<file path="src/rtl/cpu_pkg.sv">
// rtl/cpu_pkg.sv - shared constants and types for the IF/ID pipeline segment
package cpu_pkg;

  localparam logic [31:0] NOP_INST = 32'h0;

  typedef enum logic [1:0] {
    EMPTY = 2'd0,
    BUSY  = 2'd1,
    FULL  = 2'd2
  } seg_state_t;

endpackage

</file>
<file path="src/rtl/pipe_slot.sv">
// rtl/pipe_slot.sv - one pipeline entry: valid bit plus PC/instruction payload
// Load wins over clear so a same-edge consume-and-refill keeps the entry valid.
module pipe_slot #(
  parameter int              PC_W     = 32,
  parameter int              INST_W   = 32,
  parameter logic [INST_W-1:0] RST_INST = '0
) (
  input  logic              clk,
  input  logic              resetn,
  input  logic              load,
  input  logic              clear,
  input  logic [PC_W-1:0]   d_pc,
  input  logic [INST_W-1:0] d_inst,
  output logic              valid,
  output logic [PC_W-1:0]   pc,
  output logic [INST_W-1:0] inst
);

  always_ff @(posedge clk or negedge resetn) begin
    if (!resetn) begin
      valid <= 1'b0;
      pc    <= '0;
      inst  <= RST_INST;
    end else if (load) begin
      valid <= 1'b1;
      pc    <= d_pc;
      inst  <= d_inst;
    end else if (clear) begin
      valid <= 1'b0;
    end
  end

endmodule

</file>
<file path="src/rtl/if_id_pipe_seg.sv">
// rtl/if_id_pipe_seg.sv - IF/ID pipeline segment, plain register or two-entry skid buffer
// The payload is never cleared, so out_pc keeps the last head PC while out_valid is low.
module if_id_pipe_seg #(
  parameter int                PC_W     = 32,
  parameter int                INST_W   = 32,
  parameter int                SKID     = 1,
  parameter logic [INST_W-1:0] NOP_INST = INST_W'(cpu_pkg::NOP_INST)
) (
  input  logic              clk,
  input  logic              resetn,
  input  logic              flush,
  input  logic              in_valid,
  output logic              in_ready,
  input  logic [PC_W-1:0]   in_pc,
  input  logic [INST_W-1:0] in_inst,
  output logic              out_valid,
  input  logic              out_ready,
  output logic [PC_W-1:0]   out_pc,
  output logic [INST_W-1:0] out_inst
);

  logic              head_load;
  logic              head_clear;
  logic              head_valid;
  logic [PC_W-1:0]   head_d_pc;
  logic [PC_W-1:0]   head_pc;
  logic [INST_W-1:0] head_d_inst;
  logic [INST_W-1:0] head_inst;
  logic              xin;
  logic              xout;

  assign xin  = in_valid && in_ready;
  assign xout = head_valid && out_ready;

  pipe_slot #(.PC_W(PC_W), .INST_W(INST_W), .RST_INST(NOP_INST)) u_head (
    .clk    (clk),
    .resetn (resetn),
    .load   (head_load),
    .clear  (head_clear),
    .d_pc   (head_d_pc),
    .d_inst (head_d_inst),
    .valid  (head_valid),
    .pc     (head_pc),
    .inst   (head_inst)
  );

  assign out_valid = head_valid;
  assign out_pc    = head_pc;
  assign out_inst  = head_valid ? head_inst : NOP_INST;

  generate
    if (SKID == 0) begin : g_reg
      assign in_ready    = resetn && (!head_valid || out_ready);
      assign head_load   = xin && !flush;
      assign head_clear  = flush || xout;
      assign head_d_pc   = in_pc;
      assign head_d_inst = in_inst;
    end else begin : g_skid
      cpu_pkg::seg_state_t state;
      cpu_pkg::seg_state_t state_nxt;
      logic              ready_q;
      logic              skid_load;
      logic              skid_clear;
      logic              skid_valid;
      logic [PC_W-1:0]   skid_pc;
      logic [INST_W-1:0] skid_inst;

      pipe_slot #(.PC_W(PC_W), .INST_W(INST_W), .RST_INST(NOP_INST)) u_skid (
        .clk    (clk),
        .resetn (resetn),
        .load   (skid_load),
        .clear  (skid_clear),
        .d_pc   (in_pc),
        .d_inst (in_inst),
        .valid  (skid_valid),
        .pc     (skid_pc),
        .inst   (skid_inst)
      );

      // ready is registered from the next state, so out_ready never reaches in_ready
      always_ff @(posedge clk or negedge resetn) begin
        if (!resetn) begin
          state   <= cpu_pkg::EMPTY;
          ready_q <= 1'b1;
        end else begin
          state   <= state_nxt;
          ready_q <= (state_nxt != cpu_pkg::FULL);
        end
      end

      always_comb begin
        state_nxt = state;
        if (flush) begin
          state_nxt = cpu_pkg::EMPTY;
        end else begin
          case (state)
            cpu_pkg::EMPTY: if (xin) state_nxt = cpu_pkg::BUSY;
            cpu_pkg::BUSY: begin
              if (xin && !xout)      state_nxt = cpu_pkg::FULL;
              else if (!xin && xout) state_nxt = cpu_pkg::EMPTY;
            end
            cpu_pkg::FULL:  if (xout) state_nxt = cpu_pkg::BUSY;
            default:        state_nxt = cpu_pkg::EMPTY;
          endcase
        end
      end

      always_comb begin
        head_load   = 1'b0;
        head_clear  = flush;
        skid_load   = 1'b0;
        skid_clear  = flush;
        head_d_pc   = in_pc;
        head_d_inst = in_inst;
        if (!flush) begin
          case (state)
            cpu_pkg::EMPTY: head_load = xin;
            cpu_pkg::BUSY: begin
              if (xin) begin
                head_load = xout;
                skid_load = !xout;
              end else begin
                head_clear = xout;
              end
            end
            cpu_pkg::FULL: begin
              if (xout && skid_valid) begin
                head_load   = 1'b1;
                head_d_pc   = skid_pc;
                head_d_inst = skid_inst;
                skid_clear  = 1'b1;
              end
            end
            default: ;
          endcase
        end
      end

      assign in_ready = ready_q && resetn;
    end
  endgenerate

endmodule

</file>
<file path="config.mk">
export PLATFORM = sky130hd
export DESIGN_NAME = if_id_pipe_seg
export DESIGN_NICKNAME = d
export VERILOG_FILES = /design/src/rtl/cpu_pkg.sv /design/src/rtl/pipe_slot.sv /design/src/rtl/if_id_pipe_seg.sv
export SDC_FILE = /design/constraint.sdc
export NUM_CORES = 1
export LEC_CHECK = 0
export BUFFER_PORTS_ARGS = -buffer_cell sky130_fd_sc_hd__clkbuf_2
export CAP_MARGIN = 5
export CELL_PAD_IN_SITES_DETAIL_PLACEMENT = 1
export CELL_PAD_IN_SITES_GLOBAL_PLACEMENT = 2
export CORE_MARGIN = 2
export CORE_UTILIZATION = 25
export DETAILED_ROUTE_END_ITERATION = 10
export PLACE_DENSITY_LB_ADDON = 0.1
export SETUP_SLACK_MARGIN = 0.05
export SKIP_CTS_REPAIR_TIMING = 1
export SLEW_MARGIN = 20
export SYNTH_ARGS = -nofsm -noshare
export SYNTH_HDL_FRONTEND = slang
export SYNTH_SLANG_ARGS = --single-unit
export TNS_END_PERCENT = 10
</file>
<file path="constraint.sdc">
create_clock -name clk -period 2.15 [get_ports clk]
set_input_delay 0.43 -clock clk [delete_from_list [all_inputs] [get_ports clk]]
set_output_delay 0.43 -clock clk [all_outputs]
set_load 0.005 [all_outputs]
</file>
==> metrics.txt <==
syn avg cell area=15.2 um^2; Unique masters post-synth=23; placed cell areas=7380 um^2; total CTS buffers=17; first-pass GRT wire length=between 20 and 25 mm; cell area after synthesis=6240 um^2; register area=around 3300 um^2; final setup fails=0; r2r startpoint=u_head.valid; Fin. Hold Viols=0; Antenna Nets Post-Route=0; initial antenna violation count=1; CTS tree=built; combinational power share=17.2%; max-slew violations=0; vias post-DR=~3800; Clock Sinks=133; Mapped Cells=411; DR pass1 iterations=3; vias in the first global route=4435; htree depth=4; Total GRT Usage=between 10% and 20%; Ys Warns=0; flops & latches, synth=133; PwrDens=around 980 nW/um^2; drt drc=0; Post-synth top flop=dfrtp_1; Die ar.=26200 um^2; CP endpoint kind=flop; Max IR drop VDD=0.397 mV; vias per cell=around 4.2; largest net degree at the start of global routing=108; max_slew headroom=58.6%; Tcrit/Tclk final=91.0%; NetSw=1.98 mW; filler cell count=2627; final core utilization=between 30% and 40%; R2R setup slack=around 0.19 ns; Nets=between 600 and 700; Max Cap Viol=0; GRT overflow=0; RSZ-0062 raised after global routing=no; Die Wd=approximately 160 um; Post-Place Setup Slack=between 0.1 and 0.15 ns; crit-path max FO=43; GP Congestion=0.706; Seq/Total Area, Yosys=a little over half; Die Y=162 um; multi-input logic area=2770 um^2; # IOs=between 100 and 150; Detail Placement HPWL=9.70 mm; setup TNS=0 ns; core area=roughly 24000 um^2; Post-Route WL=15.0 mm; CTS max path bufs=2; # port buffers=between 100 and 150; number of synthesized flops with an enable pin=0; Final Power=7.78 mW; worst path required time=2.45 ns; row count=57; latest clock arrival within the worst-skew pair=0.42 ns; area delta synth->final=27.5%; Post-Syn Nets=480; worst slew pin tran=0.621 ns; status=complete, no violations; Int Power=5.81 mW; Crit Path Class=reg2reg; Clock Skews=0.00640 ns; final antenna diode count=0; drt wl/cell=16.9 um; startpoint type of the worst setup path=flop; Starting Density=between 20 and 30%; critical path data arrival time=2.25 ns; Starting DRT DRC Count=80; Worst Reg-to-Reg Cells=5; Flop pwr share=45.3%; clock-pin slew on the worst setup and hold paths=0.06 ns; setup ws final=0.194 ns; Hold Crit Class=in2async; Design Area, Final=7960 um^2; min Tclk post-route=1.96 ns; Max Freq=around 510 MHz; layout cell share with drive strength beyond 1=66.5%; Sw Ratio=roughly a quarter; Reg-to-Reg End=u_head.pc[15]; Root Driver=clkbuf_16; Leakage=slightly below 4 nW; Clock power frac=between 30% and 40%; Post-synth ARST share=between 90% and 100%
-- layer usage --
layer	track usage [%]	share of wire, %
met1	14.1	41
met2	20.4	50
met3	4.78	7.6
met4	4.63	1.4
met5	0	0.087
-- sequential cells by signal, summed over array words and instances (netlist names) --
name / flops
g_skid.ready_q: 1
u_head.valid: 1
g_skid.u_skid.inst: 32
g_skid.u_skid.valid: 1
g_skid.u_skid.pc: 32
u_head.inst: 32
g_skid.state: 2
u_head.pc: 32
-- power by group through the flow --
stage | clock network, mW | registers, mW | logic (mW)
6_report | 2.92 | 3.52 | 1.34
5_1_grt | 3.15 | 3.62 | 1.49
3_3_place_gp | 0 | 3.53 | 1.34
4_1_cts | 3.04 | 3.53 | 1.39
2_1_floorplan | 0 | 3.49 | 0.826
3_5_place_dp | 0 | 3.57 | 1.38
-- synth_stat cells, drive strengths merged (2+ instances only) --
| master | instances | share of area [%] |
|---|---|---|
| nor3 | 2 | 0.16 |
| nand2 | 5 | 0.30 |
| nand4b | 2 | 0.28 |
| nor2 | 3 | 0.18 |
| or3 | 2 | 0.20 |
| dfrtp | 132 | 53 |
| and2 | 34 | 3.4 |
| a31oi | 2 | 0.20 |
| buf | 20 | 2.3 |
| nand3 | 2 | 0.16 |
| mux2 | 192 | 38 |
| clkbuf | 6 | 0.36 |
-- logic make-up after synthesis --
group	count (synthesis)	share of synthesized area, %
simple gates	52	4.91
mux	193	38.4
buf+inv	27	2.73
compound gates	6	0.601
flops	133	53.3
-- worst max path at each step --
stage,start,endpoint,slack (ns),cells after the start
floorplan,flush,u_head.inst[0],0.25,6
global placement,out_ready,u_head.pc[19],0.16,6
detailed placement,out_ready,u_head.pc[15],0.12,6
CTS,g_skid.ready_q,u_head.inst[22],0.16,5
global route,g_skid.ready_q,u_head.inst[24],0.11,5
finish,u_head.valid,u_head.pc[15],0.19,5
-- final cells by class --
| type | count | area share [%] |
|---|---|---|
| inverters | 1 | 0.0472 |
| clock inverters | 12 | 1.63 |
| flip-flops and latches | 133 | 41.8 |
| multi-input cells | 251 | 34.8 |
| well taps | 324 | 5.09 |
| clock buffers | 19 | 5.69 |
| repair buffers | 148 | 10.9 |
-- worst max-delay path, stage by stage, from the launching register on --
cell,delay (ns)
dfrtp_1,0.44
nand4_1,0.14
or3_4,0.38
buf_12,0.24
mux2_4,0.33
mux2_2,0.26
-- cells in the final DEF (no fill, tap or decap), drive strengths merged, types with 2 or more instances in the layout --
cell type	count
and2	34
dfrtp	132
inv	2
nor3	2
clkinvlp	5
nand4b	2
mux2	192
nor2	3
clkbuf	152
a31oi	2
or3	2
buf	15
clkinv	4
nand3	2
bufinv	2
nand2	5
-- metrics by stage --
stage | std cells | hold slack, ns
after floorplan | 411 | 0.134
after global placement | 857 | 0.480
after detailed placement | 857 | 0.486
after CTS | 888 | 0.0567
after global routing | 888 | 0.0812
final | 888 | 0.0637
(Power assumes the default switching activity.)
